File: src/rtl/sb_serializer.sv
// Sideband transmit serializer: takes a parallel word over valid/ready and shifts it
// out LSB first, one bit per clock under out_clk_en, then holds a fixed idle gap.
module sb_serializer #(
    parameter int WIDTH   = 64,
    parameter int WIDTH_W = 6,
    parameter int GAP     = 32,
    parameter int GAP_W   = 6
) (
    input  logic             clk,
    input  logic             rst,
    input  logic [WIDTH-1:0] in_data,
    input  logic             in_data_valid,
    output logic             in_data_ready,
    output logic             out_data,
    output logic             out_clk_en
);

    typedef enum logic [1:0] {
        S_IDLE,
        S_SHIFT,
        S_GAP
    } state_t;

    // The bit counter is one bit wider than WIDTH_W so it can hold WIDTH itself.
    localparam logic [WIDTH_W:0]  BIT_LAST = (WIDTH_W + 1)'(WIDTH);
    localparam logic [GAP_W-1:0]  GAP_LAST = GAP_W'(GAP - 1);

    state_t             state, state_nxt;
    logic [WIDTH-1:0]   shreg, shreg_nxt;
    logic [WIDTH_W:0]   bit_cnt, bit_cnt_nxt;
    logic [GAP_W-1:0]   gap_cnt, gap_cnt_nxt;
    logic               out_data_nxt;
    logic               out_clk_en_nxt;
    logic               accept;

    assign in_data_ready = (state == S_IDLE) || ((state == S_GAP) && (gap_cnt == GAP_LAST));
    assign accept        = in_data_valid && in_data_ready;

    always_comb begin
        // NOTE: every variable written here gets a default first, so no path through the
        // case leaves one unassigned and no latch is inferred.
        state_nxt      = state;
        shreg_nxt      = shreg;
        bit_cnt_nxt    = bit_cnt;
        gap_cnt_nxt    = gap_cnt;
        out_data_nxt   = out_data;
        out_clk_en_nxt = out_clk_en;

        case (state)
            S_IDLE: begin
                out_data_nxt   = 1'b0;
                out_clk_en_nxt = 1'b0;
            end
            S_SHIFT: begin
                if (bit_cnt == BIT_LAST) begin
                    out_data_nxt   = 1'b0;
                    out_clk_en_nxt = 1'b0;
                    gap_cnt_nxt    = '0;
                    state_nxt      = S_GAP;
                end else begin
                    out_data_nxt = shreg[bit_cnt[WIDTH_W-1:0]];
                    bit_cnt_nxt  = bit_cnt + 1'b1;
                end
            end
            S_GAP: begin
                out_data_nxt   = 1'b0;
                out_clk_en_nxt = 1'b0;
                if (gap_cnt == GAP_LAST) begin
                    state_nxt = S_IDLE;
                end else begin
                    gap_cnt_nxt = gap_cnt + 1'b1;
                end
            end
            default: begin
                state_nxt = S_IDLE;
            end
        endcase

        // An accept in the last gap cycle is treated exactly like one from idle.
        if (accept) begin
            shreg_nxt      = in_data;
            out_data_nxt   = in_data[0];
            out_clk_en_nxt = 1'b1;
            bit_cnt_nxt    = (WIDTH_W + 1)'(1);
            state_nxt      = S_SHIFT;
        end
    end

    // NOTE: registered state uses non-blocking assignments only, so every flop samples
    // the pre-edge values regardless of statement order.
    always_ff @(posedge clk) begin
        if (rst) begin
            state      <= S_IDLE;
            shreg      <= '0;
            bit_cnt    <= '0;
            gap_cnt    <= '0;
            out_data   <= 1'b0;
            out_clk_en <= 1'b0;
        end else begin
            state      <= state_nxt;
            shreg      <= shreg_nxt;
            bit_cnt    <= bit_cnt_nxt;
            gap_cnt    <= gap_cnt_nxt;
            out_data   <= out_data_nxt;
            out_clk_en <= out_clk_en_nxt;
        end
    end

endmodule

File: config.mk
export PLATFORM = sky130hd
export DESIGN_NAME = sb_serializer
export DESIGN_NICKNAME = d
export VERILOG_FILES = /design/src/rtl/sb_serializer.sv
export SDC_FILE = /design/constraint.sdc
export NUM_CORES = 1
export LEC_CHECK = 0
export ABC_AREA = 1
export CAP_MARGIN = 20
export CORE_ASPECT_RATIO = 2
export CORE_MARGIN = 2
export CORE_UTILIZATION = 25
export DETAILED_ROUTE_END_ITERATION = 6
export PLACE_DENSITY = 0.46
export SYNTH_ARGS = -nofsm -noshare
export SYNTH_HDL_FRONTEND = slang
export SYNTH_SLANG_ARGS = --single-unit
File: constraint.sdc
create_clock -name clk -period 3.5 [get_ports clk]
set_clock_uncertainty 0.2 [all_clocks]
set_input_delay 0.7 -clock clk [delete_from_list [all_inputs] [get_ports clk]]
set_output_delay 0.7 -clock clk [all_outputs]
set_load 0.01 [all_outputs]
==> results, run 1 <==
- The horizontal die dimension is 90.82 µm.
- The cell count after synthesis is 539.
- The path class of the tightest hold or removal check is flip-flop to flip-flop.
- Hold is met by 244.1 ps.
- Global routing finished with a remaining overflow of 0.
- Once layout is complete, the utilization of the core stands at 0.3303.
- Of the post-synthesis cell area, the dominant cell type holds 0.4303.
- The initial DRC count is 92.
- Dividing the final minimum period by the clock period gives 0.8411.
- The sequential fraction of design power is 0.422.
- The post-synthesis net count is 609.
- The worst pin sits at a relative slew slack of 0.6789.
- For this design the static power due to leakage is 1.995 nW.
- The layout net count is 665.
- The critical path capture point type is an output port.
- Setup repair after global routing left no endpoint under its margin.
- The aggregate global-route resource usage is 0.1363.
- Buffers placed on the I/O ports in this run total 69.
- The number of global-route vias before repair was 3497.
- The CTS tree is built.
- Of the total power, combinational logic draws 0.185.
- The row count is 63.
- After synthesis, the cell types taking the most area are sky130_fd_sc_hd__dfxtp_1, sky130_fd_sc_hd__nand2_1, sky130_fd_sc_hd__o21ai_0, sky130_fd_sc_hd__a21oi_1, sky130_fd_sc_hd__inv_1.
- The routed layout has 3541 vias.
- The kind of start point of the critical path is a flip-flop.
- The total power density per cell area is 502.8 nW/µm².
- The count of TritonRoute iterations in the first routing pass is 4.
- The later pin in the worst-skew pair is clocked with a latency of 330 ps.
- The root buffer selected by CTS is sky130_fd_sc_hd__clkbuf_16.
- The pin count of the biggest net entering global routing is 88.
- The number of different library cells used by synthesis comes to 30.
- In this run, post-CTS hold repair placed 0 buffers.
- Dividing the detail-routed via count by the number of cells gives 4.454.
- The vertical die dimension is 177.6 µm.
- Among all flip-flop cells after synthesis, the most frequent one is sky130_fd_sc_hd__dfxtp_1.
- The number of non-filler instances in the completed layout is 795.
- The number of ports placed on the die boundary is 70.
- The number of setup buffers added after CTS is 0.
- Each instance of the synthesized netlist takes up on average 6.992 µm².
- For this design, the sink count on the clock tree is 81.
- The routed length per placed instance is 13.30 µm.
- For this design the total switching power over the nets is 0.6576 mW.
- The initial antenna violation count is 0.
- The share of flip-flops with an asynchronous set or reset after synthesis is 0.
- STA puts the critical path data required time at 2600 ps.
- For this run, the top clock speed supported by timing is 339.7 MHz.
- The register area share after synthesis is 0.4303.
- For this block, the routed nets add up to 10.57 mm of wire.
- The placer congestion estimate is 0.8009.
- The internal portion of the total power is 1.803 mW.
- The number of synthesized register bits is 81.
- The maximum vdd drop is 177.0 µV.
- The reported max-cap violation count is 0.
- The first-pass GRT wire length is 17.19 mm.
- The die covers 16130 µm².
- The initial utilization of the core area, before any placement, comes to 0.2543.
- The number of placed cells counting well taps is 779.
- The critical path goes through ha_1 -> nand2_1 -> nor2_1 -> inv_1 -> nor2_2 -> nor2_1 -> nor2_4 -> clkdlybuf4s50_1.
- The Yosys step of the flow raised 0 warnings.
- In the routed design, unresolved DRC markers number 0.
- At the worst endpoint, the arrival time is 2040 ps.
- The slowest stage of the critical path belongs to the cell sky130_fd_sc_hd__clkdlybuf4s50_1.
- The kind of critical path is flip-flop to output port.
- Counting stages on the worst path, the most repeated cell is sky130_fd_sc_hd__nor2_1.
- The number of synthesized flops with an enable pin is 0.
- The longest clock path from root to sink contains 2 buffers.
- After clock tree synthesis, the clock-pin slew on the worst setup and hold paths is 60 ps.
- The routed design uses 5.767 mm of met2 wire.
- The transition at the pin with the smallest max-transition slack is 481.7 ps.
- The number of max-slew violations in the final report came to 0.
- The worst path in the final design needs a cycle of 2944 ps, including I/O delays and setup.
- The maximum fanout along the worst path is 5.
- The number of resized instances in the post-cts repair step is 0.
- The portion of total power attributed to the clock network is 0.393.
- In this run the cell area of the synthesized design comes to 3769 µm².
- The H-tree level count is 3.
- The fill cell total of the finished layout is 1682.
- The run finished with clean final reports.
- The wire length the detailed router placed on met1 is 4.300 mm.
- The biggest area contributor in the post-synthesis netlist is sky130_fd_sc_hd__dfxtp_1.
- The number of cells traversed by the worst hold path is 2.
- The number of nets still failing antenna checks after routing is 0.
- 0 antenna diodes ended up in the layout.
- In this run, CTS created clock tree buffers numbering 9.
- The total negative slack is 0 ps.
- The fraction of layout instances using a drive strength above 1 is 0.05500.
- Signal routing reaches up to met4.
- The proportion of total power due to net switching is 0.2672.
- The final count of negative-setup-slack endpoints is 0.
- The cell count of the worst reg-to-reg path is 11.
- The final hold violation count is 0.
- The met3 wire length is 333 µm.
- The area overhead of the layout relative to synthesis is 29.88%.
- The placeable core region is 14820 µm².
- The wire-length estimate of the detail-placed layout is 7.542 mm.
- The largest incremental delay on the critical path is 560 ps.
-- worst max-delay path, delay by kind of cell (launching register included) --
kind / cells / cell delay (ps)
adders and majority gates: 1 / 210
buffers and inverters: 2 / 620
DFF: 1 / 400
and+or+nand+nor: 5 / 470
-- power by group through the flow --
stage / clock network, mW / logic, mW / registers [mW]
final: 0.968 / 0.455 / 1.04
after global routing: 1.03 / 0.519 / 1.05
after detailed placement: 0 / 0.463 / 1.06
after floorplan: 0 / 0.305 / 1.05
after CTS: 0.991 / 0.466 / 1.04
after global placement: 0 / 0.458 / 1.06
-- state kept, by name (all words and copies together), names as in the netlist --
| signal | flops |
|---|---|
| state | 2 |
| bit_cnt | 7 |
| shreg | 64 |
| out_clk_en | 1 |
| out_data | 1 |
| gap_cnt | 6 |
-- final cells by class --
| cell class | count | area (µm²) | share of cell area |
|---|---|---|---|
| clock buffers | 14 | 274.0 | 0.05598 |
| clock inverters | 2 | 35.03 | 0.007157 |
| inverters | 72 | 270.3 | 0.05521 |
| multi-input cells | 356 | 1702 | 0.3476 |
| flip-flops and latches | 81 | 1622 | 0.3313 |
| well taps | 195 | 244.0 | 0.04985 |
| repair buffers | 75 | 748.2 | 0.1529 |
-- cells in the final DEF (no fill, tap or decap), drive strengths merged, types with 2 or more instances in the layout --
| cell | synthesis | final |
|---|---|---|
| o21ai | 72 | 72 |
| clkdlybuf4s50 | 0 | 69 |
| nand4 | 2 | 2 |
| nor3 | 5 | 5 |
| dfxtp | 81 | 81 |
| clkbuf | 16 | 14 |
| nor2 | 55 | 55 |
| ha | 3 | 3 |
| xor2 | 2 | 2 |
| nand2 | 105 | 105 |
| inv | 72 | 72 |
| a21oi | 69 | 69 |
| o21bai | 2 | 2 |
| buf | 14 | 6 |
| o211ai | 8 | 8 |
| nand3 | 26 | 26 |
-- metal layers --
layer  vias to the layer above  global-route usage
met4                         0             0.05366
met1                      1630              0.1464
li1                       1846                   -
met5                         -                   0
met3                         9             0.02505
met2                        56              0.2596
-- worst paths after layout --
check	start	to	slack, ps
worst max register to register	gap_cnt[0]$_SDFFE_PP0P_	shreg[38]$_SDFFE_PP0P_	1140
worst min-delay path	shreg[60]$_SDFFE_PP0P_	shreg[60]$_SDFFE_PP0P_	240
worst max-delay path	gap_cnt[0]$_SDFFE_PP0P_	in_data_ready	560
worst min register to register	shreg[60]$_SDFFE_PP0P_	shreg[60]$_SDFFE_PP0P_	240
-- cell families after synthesis --
group,after synthesis,synth area share
simple gates,198,0.2214
compound gates,153,0.2155
buf+inv,102,0.1182
flops,81,0.4303
fa+ha+maj,3,0.009961
xor+xnor,2,0.004649
-- stage by stage --
stage,worst slack (ps),instance area [µm²],power (mW)
final,556.0,4895,2.461
after global placement,947.2,4586,1.514
after global routing,385.0,4895,2.597
after CTS,554.6,4895,2.495
after detailed placement,930.5,4586,1.521
after floorplan,1535,3769,1.355
-- cells in the mapped netlist, types with 2 or more instances --
cell type                  number
sky130_fd_sc_hd__nand2_1      104
sky130_fd_sc_hd__dfxtp_1       81
sky130_fd_sc_hd__o21ai_0       72
sky130_fd_sc_hd__a21oi_1       68
sky130_fd_sc_hd__inv_1         68
sky130_fd_sc_hd__nor2_1        51
sky130_fd_sc_hd__nand3_1       26
sky130_fd_sc_hd__clkbuf_1      16
sky130_fd_sc_hd__o211ai_1       8
sky130_fd_sc_hd__buf_6          6
sky130_fd_sc_hd__buf_2          5
sky130_fd_sc_hd__inv_2          4
sky130_fd_sc_hd__nor3_1         4
sky130_fd_sc_hd__buf_4          3
sky130_fd_sc_hd__ha_1           3
sky130_fd_sc_hd__nand4_1        2
sky130_fd_sc_hd__nor2_2         2
sky130_fd_sc_hd__nor2_4         2
sky130_fd_sc_hd__o21bai_1       2
sky130_fd_sc_hd__xor2_1         2
No activity file was read; power rests on OpenSTA's default activity.
==> run 2, diff against run 1 <==
PLACE_DENSITY = 0.48   (was 0.46)
clock period = 2.5 ns   (was 3.5 ns; I/O delays follow)
==> run 2 against run 1 <==
  * First-iteration DRC count grew 32%
  * Global-route usage shrank 0.25 points
  * Highest routed layer unchanged
  * Critical path depth is the same
  * Worst setup slack lost 380 ps
  * Critical path type unchanged
  * Cell area grew 0.15%
  * Power grew 34%
  * Final cell count grew 0.50%
  * Register-to-register slack lost 810 ps
  * Sequential share of layout area is essentially flat
  * Via count grew 0.51%
  * Core utilization grew 0.051 points
==> results, run 2 (synthesis results as in run 1) <==
- Result of the run: finished, final reports clean (unchanged).
- The maximum vdd drop is 280.0 µV (was 177.0 µV).
- The H-tree level count came to 3 (unchanged).
- The cell occurring most often along the worst timing path is sky130_fd_sc_hd__nor2_1 (unchanged).
- The total clock sinks is 81 (unchanged).
- In the finished design, the share of the clock period the worst path needs comes to 0.9286.
- The fraction of layout instances using a drive strength above 1 is 0.06788 (was 0.05500).
- The source of the worst hold timing path is shreg[60]$_SDFFE_PP0P_ (unchanged).
- The number of flip-flops in the largest register was 64 (unchanged).
- The number of placed cells counting well taps is 784 (was 779).
- The detailed-route wire length came to 10.41 mm (was 10.57 mm).
- The overall overflow remaining after global route came to 0 (unchanged).
- The path category of the worst min-delay check is flip-flop to flip-flop (unchanged).
- The initial DRC count was 121 (was 92).
- The kind of cell with the highest combined delay on the critical path is simple AND/OR/NAND/NOR gates (was buffers and inverters).
- The number of non-filler instances in the completed layout is 799 (was 795).
- The initial standard-cell utilization of the core was 0.2543 (unchanged).
- For the finished layout, the period the worst path requires is 2322 ps.
- The vertical die dimension is 177.6 µm (unchanged).
- The cell count of the worst reg-to-reg path is 12 (was 11).
- The worst flop-to-flop path endpoint is shreg[52]$_SDFFE_PP0P_ (was shreg[38]$_SDFFE_PP0P_).
- The kind of critical path is flip-flop to output port (unchanged).
- The met1 routing resource usage after global routing is 0.1430 (was 0.1464).
- The total negative slack is 0 ps (unchanged).
- The HPWL reported at the end of detailed placement came to 7.570 mm (was 7.542 mm).
- The aggregate global-route resource usage came to 0.1338 (was 0.1363).
- The register name with the most flops is shreg (unchanged).
- The sequential cell area is 1624 µm² (was 1622 µm²).
- The number of remaining DRC errors is 0 (unchanged).
- The worst setup slack for register-to-register paths is 330 ps (was 1140 ps).
- The highest-utilization routing layer at the global route stage is met2 (unchanged).
- Cells along the critical path: ha_2 -> nand2_1 -> nor2_1 -> inv_1 -> nor2_2 -> nor2_1 -> nor2_4 -> dlygate4sd2_1 (was ha_1 -> nand2_1 -> nor2_1 -> inv_1 -> nor2_2 -> nor2_1 -> nor2_4 -> clkdlybuf4s50_1).
- The number of vias per cell after detailed routing is 4.454 (about the same).
- The most common library cell in the layout ignoring fill and taps is sky130_fd_sc_hd__nand2_1 (unchanged).
- The buffer levels on the longest clock path is 2 (unchanged).
- The antenna diode count came to 0 (unchanged).
- The maximum fanout along the worst path was 5 (unchanged).
- The hold path endpoint is shreg[60]$_SDFFE_PP0P_ (unchanged).
- The count of TritonRoute iterations in the first routing pass came to 4 (unchanged).
- The transition at the pin with the smallest max-transition slack was 501.4 ps (was 481.7 ps).
- The maximum operating frequency is 430.7 MHz.
- The total power density per cell area is 670.4 nW/µm² (was 502.8 nW/µm²).
- The global-route track usage on met2 is 0.2603 (was 0.2596).
- The largest incremental delay on the critical path came to 360 ps (was 560 ps).
- The library cell contributing the largest single delay on the critical path was sky130_fd_sc_hd__dfxtp_2 (was sky130_fd_sc_hd__clkdlybuf4s50_1).
- The initial antenna violation count is 0 (unchanged).
- The placeable core region is 14820 µm² (unchanged).
- The clock slew seen by the registers of the worst setup and hold paths came to 60 ps (about the same).
- The pin count of the biggest net entering global routing is 75 (was 88).
- Largest registers: shreg: 64 flops, bit_cnt: 7 flops, gap_cnt: 6 flops (unchanged).
- The first-pass GRT wire length is 17.06 mm (was 17.19 mm).
- The clock latency on the worst-skew pair was 330 ps (about the same).
- Unrepaired setup endpoints after global routing: false (unchanged).
- The number of I/O port buffers is 69 (unchanged).
- The placer congestion estimate is 0.8039 (was 0.8009).
- The endpoint arrival time on the critical path came to 1620 ps (was 2040 ps).
- The final-layout worst hold slack came to 241.3 ps (was 244.1 ps).
- The required time at the endpoint of the critical path is 1800 ps (was 2600 ps).
- The number of buffers created by CTS was 9 (unchanged).
- The count of vias placed by the detailed router came to 3559 (was 3541).
- The multi-input gate area in the final layout is 1704 µm² (was 1702 µm²).
- The reported max-cap violation count is 0 (unchanged).
- The launching element of the worst setup path is gap_cnt[0]$_SDFFE_PP0P_ (unchanged).
- The area overhead of the layout relative to synthesis is 30.08% (was 29.88%).
- The number of global-route vias before repair was 3601 (was 3497).
- The final hold violation count is 0 (unchanged).
- The worst-case headroom to the max-slew limit was 0.6657 (was 0.6789).
- The number of cells traversed by the worst hold path came to 2 (unchanged).
- Highest-count cells in the layout ignoring fill and taps: sky130_fd_sc_hd__nand2_1, sky130_fd_sc_hd__dfxtp_1, sky130_fd_sc_hd__o21ai_0 (was sky130_fd_sc_hd__nand2_1, sky130_fd_sc_hd__dfxtp_1, sky130_fd_sc_hd__o21ai_0, sky130_fd_sc_hd__clkdlybuf4s50_1).
- The number of max-slew violations in the final report was 0 (unchanged).
- The start of the worst register-to-register path is gap_cnt[0]$_SDFFE_PP0P_ (unchanged).
- The routed length per placed instance was 13.03 µm (was 13.30 µm).
- The total power consumption of the routed design is 3.287 mW (was 2.461 mW).
- The row count is 63 (unchanged).
- The horizontal die dimension came to 90.82 µm (unchanged).
- The final count of negative-setup-slack endpoints is 0 (unchanged).
- The post-CTS repair timing setup buffer count is 0 (unchanged).
- The count of buffer and inverter cells on the critical path is 2 (unchanged).
- The CTS tree is built (unchanged).
- The number of ports placed on the die boundary is 70 (unchanged).
- The layout net count is 670 (was 665).
- The root buffer selected by CTS is sky130_fd_sc_hd__clkbuf_16 (unchanged).
- The area enclosed by the die boundary is 16130 µm² (unchanged).
- The global routing met3 resource utilization is 0.02293 (was 0.02505).
- The kind of start point of the critical path is a flip-flop (unchanged).
- The critical path capture point type is an output port (unchanged).
- The number of nets still failing antenna checks after routing is 0 (unchanged).
- The leakage power was 2.002 nW (was 1.995 nW).
- The fill cell total of the finished layout was 1683 (was 1682).
## run 2: layer usage
layer  vias up  share of wire
met5         -              0
met4         0          0.016
met3        10          0.032
met2        64           0.54
met1      1634           0.41
li1       1851              -
## run 2: final cells by class
cell class	instances	area share
Timing Repair Buffer	80	0.1626
Inverter	72	0.05513
Tap cell	195	0.04977
Multi-Input combinational cell	356	0.3476
Sequential cell	81	0.3313
Clock inverter	4	0.004084
Clock buffer	11	0.04952
## run 2: worst reg2reg max path, cell delays in order, from the launching register on
cell and delay (ps):
sky130_fd_sc_hd__dfxtp_2 360, sky130_fd_sc_hd__ha_2 210, sky130_fd_sc_hd__nand2_1 70, sky130_fd_sc_hd__nor2_1 110, sky130_fd_sc_hd__inv_1 60, sky130_fd_sc_hd__nor2_2 70
sky130_fd_sc_hd__nor2_1 60, sky130_fd_sc_hd__nor2_4 80, sky130_fd_sc_hd__buf_4 140, sky130_fd_sc_hd__nand2_4 110, sky130_fd_sc_hd__buf_12 220, sky130_fd_sc_hd__o21ai_0 300
sky130_fd_sc_hd__a21oi_1 70
## run 2: worst max-delay path by stage
| stage | depth (start not counted) | to |
|---|---|---|
| finish | 8 | in_data_ready |
| global route | 8 | in_data_ready |
| CTS | 8 | in_data_ready |
| detailed placement | 8 | in_data_ready |
| global placement | 8 | in_data_ready |
| floorplan | 13 | gap_cnt[3]$_SDFFE_PP0P_ |
## run 2: metrics by stage
stage,util,instance area [µm²],setup WS [ps]
after global placement,0.3128,4636,253.2
after CTS,0.3308,4902,158.7
final,0.3308,4902,178.5
after floorplan,-,3769,535.3
after global routing,0.3308,4902,50.41
after detailed placement,0.3128,4636,201.0
## run 2: where the power goes
part / internal, mW / switching [mW]
Combinational: 0.270 / 0.375
Sequential: 1.41 / 0.0444
Clock: 0.687 / 0.502
## run 2: timing repair
action                                  4_1_cts  5_1_grt
hold buffers                                  0        0
endpoints found under the setup margin        1        0
gates resized for setup                       4        0
